==> src/rtl/llc_set_lookup_pkg.sv <==
// Shared types and constants for the LLC set-lookup controller.
package llc_set_lookup_pkg;

  localparam int LLC_NUM_WAYS   = 16;
  localparam int LLC_SET_BITS   = 9;
  localparam int LLC_TAG_BITS   = 15;
  localparam int LLC_STATE_BITS = 3;
  localparam int LLC_WAY_BITS   = $clog2(LLC_NUM_WAYS);

  typedef logic [LLC_SET_BITS-1:0]   llc_set_t;
  typedef logic [LLC_TAG_BITS-1:0]   llc_tag_t;
  typedef logic [LLC_STATE_BITS-1:0] llc_state_t;
  typedef logic [LLC_WAY_BITS-1:0]   llc_way_t;

  // A line in this state holds no data; the reset sweep writes it everywhere.
  localparam llc_state_t LLC_INVALID = '0;

  typedef enum logic [2:0] {
    ST_SWEEP   = 3'd0,
    ST_IDLE    = 3'd1,
    ST_READ    = 3'd2,
    ST_RESOLVE = 3'd3,
    ST_RESP    = 3'd4
  } llc_fsm_t;

endpackage

==> src/rtl/llc_way_select.sv <==
// Priority encoder over one set: lowest-index hit way and lowest-index empty way.
module llc_way_select
  import llc_set_lookup_pkg::*;
#(
  parameter int NUM_WAYS   = 16,
  parameter int TAG_BITS   = 15,
  parameter int STATE_BITS = 3,
  parameter int WAY_BITS   = $clog2(NUM_WAYS)
) (
  input  logic [NUM_WAYS*TAG_BITS-1:0]   tags,
  input  logic [NUM_WAYS*STATE_BITS-1:0] states,
  input  logic [TAG_BITS-1:0]            lookup_tag,
  output logic                           hit,
  output logic [WAY_BITS-1:0]            hit_way,
  output logic                           empty,
  output logic [WAY_BITS-1:0]            empty_way
);

  // Scan from the top down so the lowest matching index is the last one written.
  always_comb begin
    hit       = 1'b0;
    hit_way   = '0;
    empty     = 1'b0;
    empty_way = '0;
    for (int i = NUM_WAYS - 1; i >= 0; i--) begin
      if (states[i*STATE_BITS +: STATE_BITS] != STATE_BITS'(LLC_INVALID) &&
          tags[i*TAG_BITS +: TAG_BITS] == lookup_tag) begin
        hit     = 1'b1;
        hit_way = WAY_BITS'(i);
      end
      if (states[i*STATE_BITS +: STATE_BITS] == STATE_BITS'(LLC_INVALID)) begin
        empty     = 1'b1;
        empty_way = WAY_BITS'(i);
      end
    end
  end

endmodule

==> src/rtl/llc_set_lookup.sv <==
// LLC request-side controller: post-reset invalidation sweep, then one
// tag lookup at a time with round-robin victim selection per set.
module llc_set_lookup
  import llc_set_lookup_pkg::*;
#(
  parameter int NUM_WAYS   = 16,
  parameter int SET_BITS   = 9,
  parameter int TAG_BITS   = 15,
  parameter int STATE_BITS = 3,
  parameter int WAY_BITS   = $clog2(NUM_WAYS)
) (
  input  logic                           clk,
  input  logic                           rst,
  input  logic                           req_valid,
  output logic                           req_ready,
  input  logic [SET_BITS-1:0]            req_set,
  input  logic [TAG_BITS-1:0]            req_tag,
  output logic                           resp_valid,
  input  logic                           resp_ready,
  output logic                           resp_hit,
  output logic                           resp_empty,
  output logic [WAY_BITS-1:0]            resp_way,
  output logic [STATE_BITS-1:0]          resp_state,
  output logic                           init_done,
  output logic                           rd_en,
  output logic [SET_BITS-1:0]            set_in,
  output logic [NUM_WAYS-1:0]            wr_rst_flush,
  output logic [STATE_BITS-1:0]          wr_data_state,
  output logic                           wr_data_dirty_bit,
  output logic                           wr_en_evict_way,
  output logic [WAY_BITS-1:0]            wr_data_evict_way,
  input  logic [NUM_WAYS*TAG_BITS-1:0]   rd_data_tag,
  input  logic [NUM_WAYS*STATE_BITS-1:0] rd_data_state,
  input  logic [WAY_BITS-1:0]            rd_data_evict_way
);

  llc_fsm_t                      state_q, state_d;
  // One extra bit: the top bit set means every set has been flushed.
  logic [SET_BITS:0]             cnt_q, cnt_d;
  logic                          req_ready_q, req_ready_d;
  logic                          rd_en_q, rd_en_d;
  logic [SET_BITS-1:0]           set_in_q, set_in_d;
  logic [NUM_WAYS-1:0]           flush_q, flush_d;
  logic                          init_done_q, init_done_d;
  logic                          resp_valid_q, resp_valid_d;
  logic                          resp_hit_q, resp_hit_d;
  logic                          resp_empty_q, resp_empty_d;
  logic [WAY_BITS-1:0]           resp_way_q, resp_way_d;
  logic [STATE_BITS-1:0]         resp_state_q, resp_state_d;

  logic [TAG_BITS-1:0]           lk_tag_q;
  logic [NUM_WAYS*TAG_BITS-1:0]  tag_q;
  logic [NUM_WAYS*STATE_BITS-1:0] st_q;
  logic [WAY_BITS-1:0]           evict_q;

  logic                          accept;
  logic                          hit, empty, victim;
  logic [WAY_BITS-1:0]           hit_way, empty_way, sel_way, evict_next;
  logic [STATE_BITS-1:0]         sel_state;

  // The memory is addressed in the accept cycle itself so its data lands in READ.
  assign accept = (state_q == ST_IDLE) && req_ready_q && req_valid;

  llc_way_select #(
    .NUM_WAYS  (NUM_WAYS),
    .TAG_BITS  (TAG_BITS),
    .STATE_BITS(STATE_BITS),
    .WAY_BITS  (WAY_BITS)
  ) u_way_select (
    .tags      (tag_q),
    .states    (st_q),
    .lookup_tag(lk_tag_q),
    .hit       (hit),
    .hit_way   (hit_way),
    .empty     (empty),
    .empty_way (empty_way)
  );

  // Pick the reported way and its state; the victim path advances the pointer.
  always_comb begin
    sel_way   = hit ? hit_way : (empty ? empty_way : evict_q);
    sel_state = '0;
    for (int i = 0; i < NUM_WAYS; i++) begin
      if (sel_way == WAY_BITS'(i)) sel_state = st_q[i*STATE_BITS +: STATE_BITS];
    end
    evict_next = (evict_q == WAY_BITS'(NUM_WAYS - 1)) ? '0 : evict_q + 1'b1;
    victim     = (state_q == ST_RESOLVE) && !hit && !empty;
  end

  // Next-state and next-output logic for the lookup FSM.
  always_comb begin
    state_d      = state_q;
    cnt_d        = cnt_q;
    req_ready_d  = 1'b0;
    rd_en_d      = 1'b0;
    set_in_d     = '0;
    flush_d      = '0;
    init_done_d  = init_done_q;
    resp_valid_d = 1'b0;
    resp_hit_d   = 1'b0;
    resp_empty_d = 1'b0;
    resp_way_d   = '0;
    resp_state_d = '0;
    case (state_q)
      ST_SWEEP: begin
        if (cnt_q[SET_BITS]) begin
          state_d     = ST_IDLE;
          init_done_d = 1'b1;
          req_ready_d = 1'b1;
        end else begin
          rd_en_d  = 1'b1;
          flush_d  = '1;
          set_in_d = cnt_q[SET_BITS-1:0];
          cnt_d    = cnt_q + 1'b1;
        end
      end
      ST_IDLE: begin
        if (accept) begin
          state_d  = ST_READ;
          set_in_d = req_set;
        end else begin
          req_ready_d = 1'b1;
        end
      end
      ST_READ: begin
        state_d  = ST_RESOLVE;
        set_in_d = set_in_q;
      end
      ST_RESOLVE: begin
        state_d      = ST_RESP;
        resp_valid_d = 1'b1;
        resp_hit_d   = hit;
        resp_empty_d = !hit && empty;
        resp_way_d   = sel_way;
        resp_state_d = sel_state;
      end
      ST_RESP: begin
        if (resp_ready) begin
          state_d     = ST_IDLE;
          req_ready_d = 1'b1;
        end else begin
          resp_valid_d = 1'b1;
          resp_hit_d   = resp_hit_q;
          resp_empty_d = resp_empty_q;
          resp_way_d   = resp_way_q;
          resp_state_d = resp_state_q;
        end
      end
      default: state_d = ST_SWEEP;
    endcase
  end

  // FSM state and registered outputs; reset aborts any sweep or lookup.
  always_ff @(posedge clk or negedge rst) begin
    if (!rst) begin
      state_q      <= ST_SWEEP;
      cnt_q        <= '0;
      req_ready_q  <= 1'b0;
      rd_en_q      <= 1'b0;
      set_in_q     <= '0;
      flush_q      <= '0;
      init_done_q  <= 1'b0;
      resp_valid_q <= 1'b0;
      resp_hit_q   <= 1'b0;
      resp_empty_q <= 1'b0;
      resp_way_q   <= '0;
      resp_state_q <= '0;
    end else begin
      state_q      <= state_d;
      cnt_q        <= cnt_d;
      req_ready_q  <= req_ready_d;
      rd_en_q      <= rd_en_d;
      set_in_q     <= set_in_d;
      flush_q      <= flush_d;
      init_done_q  <= init_done_d;
      resp_valid_q <= resp_valid_d;
      resp_hit_q   <= resp_hit_d;
      resp_empty_q <= resp_empty_d;
      resp_way_q   <= resp_way_d;
      resp_state_q <= resp_state_d;
    end
  end

  // Lookup tag and the set read back from memory; qualified by FSM state, no reset needed.
  always_ff @(posedge clk) begin
    if (accept) lk_tag_q <= req_tag;
    if (state_q == ST_READ) begin
      tag_q   <= rd_data_tag;
      st_q    <= rd_data_state;
      evict_q <= rd_data_evict_way;
    end
  end

  assign req_ready         = req_ready_q;
  assign resp_valid        = resp_valid_q;
  assign resp_hit          = resp_hit_q;
  assign resp_empty        = resp_empty_q;
  assign resp_way          = resp_way_q;
  assign resp_state        = resp_state_q;
  assign init_done         = init_done_q;
  assign rd_en             = rd_en_q | accept;
  assign set_in            = accept ? req_set : set_in_q;
  assign wr_rst_flush      = flush_q;
  assign wr_data_state     = STATE_BITS'(LLC_INVALID);
  assign wr_data_dirty_bit = 1'b0;
  assign wr_en_evict_way   = victim;
  assign wr_data_evict_way = victim ? evict_next : '0;

endmodule

==> config.mk <==
export PLATFORM = sky130hd
export DESIGN_NAME = llc_set_lookup
export DESIGN_NICKNAME = d
export VERILOG_FILES = /design/src/rtl/llc_set_lookup_pkg.sv /design/src/rtl/llc_way_select.sv /design/src/rtl/llc_set_lookup.sv
export SDC_FILE = /design/constraint.sdc
export NUM_CORES = 1
export LEC_CHECK = 0
export ABC_AREA = 1
export CAP_MARGIN = 20
export CORE_ASPECT_RATIO = 0.8
export CORE_MARGIN = 4
export CORE_UTILIZATION = 40
export DETAILED_ROUTE_END_ITERATION = 7
export PLACE_DENSITY_LB_ADDON = 0.15
export SETUP_SLACK_MARGIN = 0.15
export SYNTH_ARGS = -nofsm -noshare
export SYNTH_HDL_FRONTEND = slang
export SYNTH_SLANG_ARGS = --single-unit
==> constraint.sdc <==
create_clock -name clk -period 66.2 [get_ports clk]
set_input_delay 9.93 -clock clk [delete_from_list [all_inputs] [get_ports clk]]
set_output_delay 9.93 -clock clk [all_outputs]
set_load 0.02 [all_outputs]
==> results.md <==
Worst setup path:
- The kind of end point of the critical path is a primary output.
- The critical path is of the input port to primary output type.
- The worst register-to-register path begins at st_q[13].
- The endpoint identified for the worst register-to-register timing path is resp_state[1].
- Across all register-to-register paths, the minimum setup slack is 62.27 ns.
- The number of cells traversed by the worst register-to-register path is 23.
- Of all nets on the critical path, the largest fanout is 19.
- For the worst setup path, the data required time is between 50 and 60 ns.
- The arrival time at the worst endpoint is 11.84 ns.
- The element type at the critical path start is an input port.

Clocking:
- The maximum clock path buffer count is 3.
- Counting the buffers created by CTS gives 37.
- The number of buffers inserted by hold repair at cts is 0.
- The clock tree root buffer cell is sky130_fd_sc_hd__clkbuf_16.
- The clock tree from TritonCTS is yes.
- The post-CTS setup-driven buffer insertion count is 0.
- At the later pin of the worst-skew pair, clock insertion delay measures between 0.5 and 0.6 ns.
- In this run the number of H-tree levels came out at 2.
- The post-cts repair resize count is 0.
- Clock-pin slew was measured on the worst setup and hold paths at ~0.06 ns.
- For this design, the sink count on the clock tree is 342.

Routing:
- After detailed routing, the number of remaining DRC violations is 0.
- In the final routed layout, each cell accounts on average for 21.28 µm.
- The sum of routed wire length over all layers is 48870 µm.
- In the routed layout, each cell is associated on average with a via count of 5.000.
- Across all layers, the routed design uses 11.48k vias.
- In this run, the number of DRC markers left after iteration 0 of detailed routing was a little under 900.
- The detail route stage leaves a number of antenna-violating nets equal to 0.
- The pre-antenna-repair detailed-routing pass consisted of 5 iterations.

Cells and area:
- The post-route netlist has 6.598% of its cells at a drive strength greater than 1.
- The number of standard cells in the layout, taps in and fillers out is 2296.
- The post-layout instance area is ~0.021 mm².
- The number of nets in the layout is between 2k and 2.5k.
- The count of fill cells added during filler insertion is 3422.
- From synthesis to final layout, the design area changed by 32.36%.

Worst hold path:
- The worst hold path belongs to the class flop to flop.
- In this run the most critical hold path is launched from init_done.
- The worst hold path passes through 2 cells.
- The worst hold path terminates at init_done.

Power and ir drop:
- The maximum ir drop on the vdd rail is 0.01902 mV.
- For this design the static power due to leakage is 8.027 nW.
- For this design the ratio of total power to cell area is 31.44 mW/mm².

Timing:
- Subtracting the final worst setup slack from the clock period gives 21.77 ns.
- The final max-slew violation count is 0.
- The post-route setup TNS is 0 ns.
- Between clock sinks in the finished design, the worst skew comes to roughly 0.022 ns.
- Setup violations remaining at the end of the flow were counted as 0.
- Setup repair after global routing left no endpoint under its margin.
- In this run the tightest slew margin relative to its limit is 27.81%.
- The final clock period utilization by the worst path is 32.88%.
- The hold slack is around 0.47 ns.
- The number of hold violations in the final report is 0.
- For the pin with the worst max-slew slack, the measured transition is 1.083 ns.
- The upper clock frequency limit is 45.94 MHz.

Global route:
- The first global-routing pass estimated 70800 µm of wire.
- The number of antenna violations at the first check in global routing is 7.
- The total track usage is a little over a fifth.
- The pin count of the biggest net entering global routing is 78.
- The global-route congestion overflow total is 0.
- The number of global-route vias before repair is 11.64k.

Synth:
- After synthesis, the netlist uses 53 different library cells.
- The total of warnings raised by yosys is 0.
- The post-synthesis average cell area is 11.88 µm².
- The part of the Yosys area used for sequential elements is 62.78%.
- Yosys mapped a number of flops with a built-in enable equal to 307.
- The fraction of synthesis flops using an asynchronous set or reset pin is roughly a tenth.
- After synthesis the cells add up to 0.01608 mm².
- The predominant post-synthesis flop cell is sky130_fd_sc_hd__edfxtp_1.
- In the synthesized netlist, the number of instances is 1353.
- The synthesis-stage register bit count is 342.

Floorplan:
- 367 I/O pins were placed.
- The floorplan step set the die width to 232.2 µm.
- Once the floorplan was initialized, standard cells occupied 40.60% of the core.
- In this run the standard cell core region covers 0.03961 mm².
- The count of standard-cell rows is 65.
- The die covers 0.04349 mm².
- The floorplan step set the die height to between 150 and 200 µm.

Place:
- Once detailed placement completed, the half-perimeter wirelength came to 36320 µm.
- After detailed placement, the total cell area comes to 0.02008 mm².
- The count of buffers added on input and output ports is 362.
- Routability-driven placement finished with a final weighted congestion of 0.8747.
- Once placement completed, the tool counted placed cells totaling roughly 2.2k.

Outcome:
- The flow ran to the end, and the final reports show no timing, DRC or antenna violations.

Flow run:
- The max capacitance violation total is 0.
-- worst max path at each step --
stage	start	endpoint	slack, ns	cells after the start
finish	req_valid	set_in[5]	44.43	6
global route	req_valid	set_in[3]	44.29	6
CTS	req_valid	set_in[5]	43.92	6
detailed placement	req_valid	set_in[5]	43.93	6
global placement	req_valid	set_in[6]	44.03	6
floorplan	state_q[0]	set_in_q[0]	38.78	3
-- flip-flops by register name (all words and copies together) (netlist names) --
register / flops
set_in_q: 9
tag_q: 240
lk_tag_q: 15
init_done: 1
state_q: 3
wr_rst_flush: 1
resp_way: 4
resp_state: 3
resp_hit: 1
resp_empty: 1
resp_valid: 1
req_ready: 1
st_q: 48
cnt_q: 10
evict_q: 4
-- routing by layer --
layer / global-route usage, % / wire [µm] / vias up
li1: - / - / 5419
met1: 31.54 / 22480 / 5551
met2: 33.59 / 22010 / 419
met3: 4.781 / 3197 / 81
met4: 5.608 / 1118 / 10
met5: 0 / 62 / -
-- area by class of cell --
| cell class | instances | area [µm²] | share of cell area (%) |
|---|---|---|---|
| Antenna cell | 2 | 5.005 | 0.02352 |
| Clock buffer | 46 | 979.7 | 4.603 |
| Clock inverter | 21 | 192.7 | 0.9054 |
| Inverter | 125 | 471.7 | 2.216 |
| Multi-Input combinational cell | 834 | 5014 | 23.56 |
| Sequential cell | 342 | 10090 | 47.43 |
| Tap cell | 536 | 670.6 | 3.151 |
| Timing Repair Buffer | 390 | 3854 | 18.11 |
-- worst max-delay path: stages --
cell	delay (ns)
sky130_fd_sc_hd__clkdlybuf4s50_1	0.45
sky130_fd_sc_hd__nand3_1	0.09
sky130_fd_sc_hd__inv_1	0.44
sky130_fd_sc_hd__nand2_1	0.17
sky130_fd_sc_hd__o21ai_0	0.11
sky130_fd_sc_hd__clkdlybuf4s50_1	0.64
-- synthesized netlist by cell type (2+ instances only) --
| library cell | number | area share [%] |
|---|---|---|
| sky130_fd_sc_hd__edfxtp_1 | 307 | 57 |
| sky130_fd_sc_hd__nand2_1 | 224 | 5.2 |
| sky130_fd_sc_hd__xor2_1 | 179 | 9.8 |
| sky130_fd_sc_hd__inv_1 | 115 | 2.7 |
| sky130_fd_sc_hd__nor2_1 | 88 | 2.1 |
| sky130_fd_sc_hd__nor4_1 | 81 | 3.2 |
| sky130_fd_sc_hd__xnor2_1 | 44 | 2.4 |
| sky130_fd_sc_hd__nand3_1 | 38 | 1.2 |
| sky130_fd_sc_hd__nand4_1 | 37 | 1.4 |
| sky130_fd_sc_hd__nor3_1 | 36 | 1.1 |
| sky130_fd_sc_hd__dfrtp_1 | 35 | 5.4 |
| sky130_fd_sc_hd__buf_4 | 24 | 1.1 |
| sky130_fd_sc_hd__buf_6 | 24 | 1.7 |
| sky130_fd_sc_hd__o21ai_0 | 21 | 0.65 |
| sky130_fd_sc_hd__a21oi_1 | 10 | 0.31 |
| sky130_fd_sc_hd__o221ai_1 | 9 | 0.49 |
| sky130_fd_sc_hd__inv_2 | 8 | 0.19 |
| sky130_fd_sc_hd__or2_1 | 7 | 0.27 |
| sky130_fd_sc_hd__nand3b_1 | 6 | 0.28 |
| sky130_fd_sc_hd__clkbuf_1 | 4 | 0.093 |
| sky130_fd_sc_hd__nand3_2 | 4 | 0.25 |
| sky130_fd_sc_hd__nand2_2 | 3 | 0.12 |
| sky130_fd_sc_hd__nand2_4 | 3 | 0.21 |
| sky130_fd_sc_hd__nand2b_1 | 3 | 0.12 |
| sky130_fd_sc_hd__nor2_2 | 3 | 0.12 |
| sky130_fd_sc_hd__nor3b_1 | 3 | 0.14 |
| sky130_fd_sc_hd__or2_0 | 3 | 0.12 |
| sky130_fd_sc_hd__or2_2 | 3 | 0.12 |
| sky130_fd_sc_hd__and2_1 | 2 | 0.078 |
| sky130_fd_sc_hd__buf_8 | 2 | 0.19 |
| sky130_fd_sc_hd__ha_1 | 2 | 0.16 |
| sky130_fd_sc_hd__nor2_8 | 2 | 0.25 |
| sky130_fd_sc_hd__nor3_4 | 2 | 0.20 |
| sky130_fd_sc_hd__o31ai_1 | 2 | 0.093 |
-- power by group --
| group | total [W] | internal [W] | switching (W) |
|---|---|---|---|
| logic | 0.000176 | 0.0000677 | 0.000108 |
| clock network | 0.000202 | 0.000117 | 0.0000845 |
| registers | 0.000291 | 0.000276 | 0.0000154 |
-- cells by family after synthesis --
group,synth area share (%)
fa+ha+maj,0.1556
simple gates,16.74
other cells,0.02332
buf+inv,6.140
flops,62.78
xor+xnor,12.15
compound gates,2.016
-- cells in the final DEF (no fill, tap or decap), types with 4 or more instances in the layout --
| master | netlist | routed |
|---|---|---|
| sky130_fd_sc_hd__a21oi_1 | 10 | 10 |
| sky130_fd_sc_hd__buf_4 | 24 | 27 |
| sky130_fd_sc_hd__clkinv_1 | 1 | 5 |
| sky130_fd_sc_hd__or2_1 | 7 | 7 |
| sky130_fd_sc_hd__conb_1 | 1 | 4 |
| sky130_fd_sc_hd__xor2_1 | 179 | 179 |
| sky130_fd_sc_hd__nand3b_1 | 6 | 6 |
| sky130_fd_sc_hd__clkbuf_16 | 0 | 37 |
| sky130_fd_sc_hd__clkbuf_1 | 4 | 7 |
| sky130_fd_sc_hd__clkinv_2 | 0 | 9 |
| sky130_fd_sc_hd__nand4_1 | 37 | 37 |
| sky130_fd_sc_hd__o21ai_0 | 21 | 21 |
| sky130_fd_sc_hd__nand3_2 | 4 | 4 |
| sky130_fd_sc_hd__nand2_1 | 224 | 224 |
| sky130_fd_sc_hd__nor4_1 | 81 | 81 |
| sky130_fd_sc_hd__xnor2_1 | 44 | 44 |
| sky130_fd_sc_hd__o221ai_1 | 9 | 9 |
| sky130_fd_sc_hd__nor2_1 | 88 | 88 |
| sky130_fd_sc_hd__inv_1 | 115 | 115 |
| sky130_fd_sc_hd__clkdlybuf4s50_1 | 0 | 362 |
| sky130_fd_sc_hd__nand3_1 | 38 | 38 |
| sky130_fd_sc_hd__dfrtp_1 | 35 | 35 |
| sky130_fd_sc_hd__edfxtp_1 | 307 | 307 |
| sky130_fd_sc_hd__inv_2 | 8 | 8 |
| sky130_fd_sc_hd__nor3_1 | 36 | 35 |
-- through the flow --
stage | utilization, % | setup WS, ns | power [W]
3_5_place_dp | 50.69 | 43.93 | 0.0004702
5_1_grt | 53.73 | 44.29 | 0.0007029
4_1_cts | 53.65 | 43.92 | 0.0006737
3_3_place_gp | 50.69 | 44.03 | 0.0004678
6_report | 53.73 | 44.43 | 0.0006691
2_1_floorplan | - | 38.78 | 0.0004292
(Power assumes the default switching activity.)
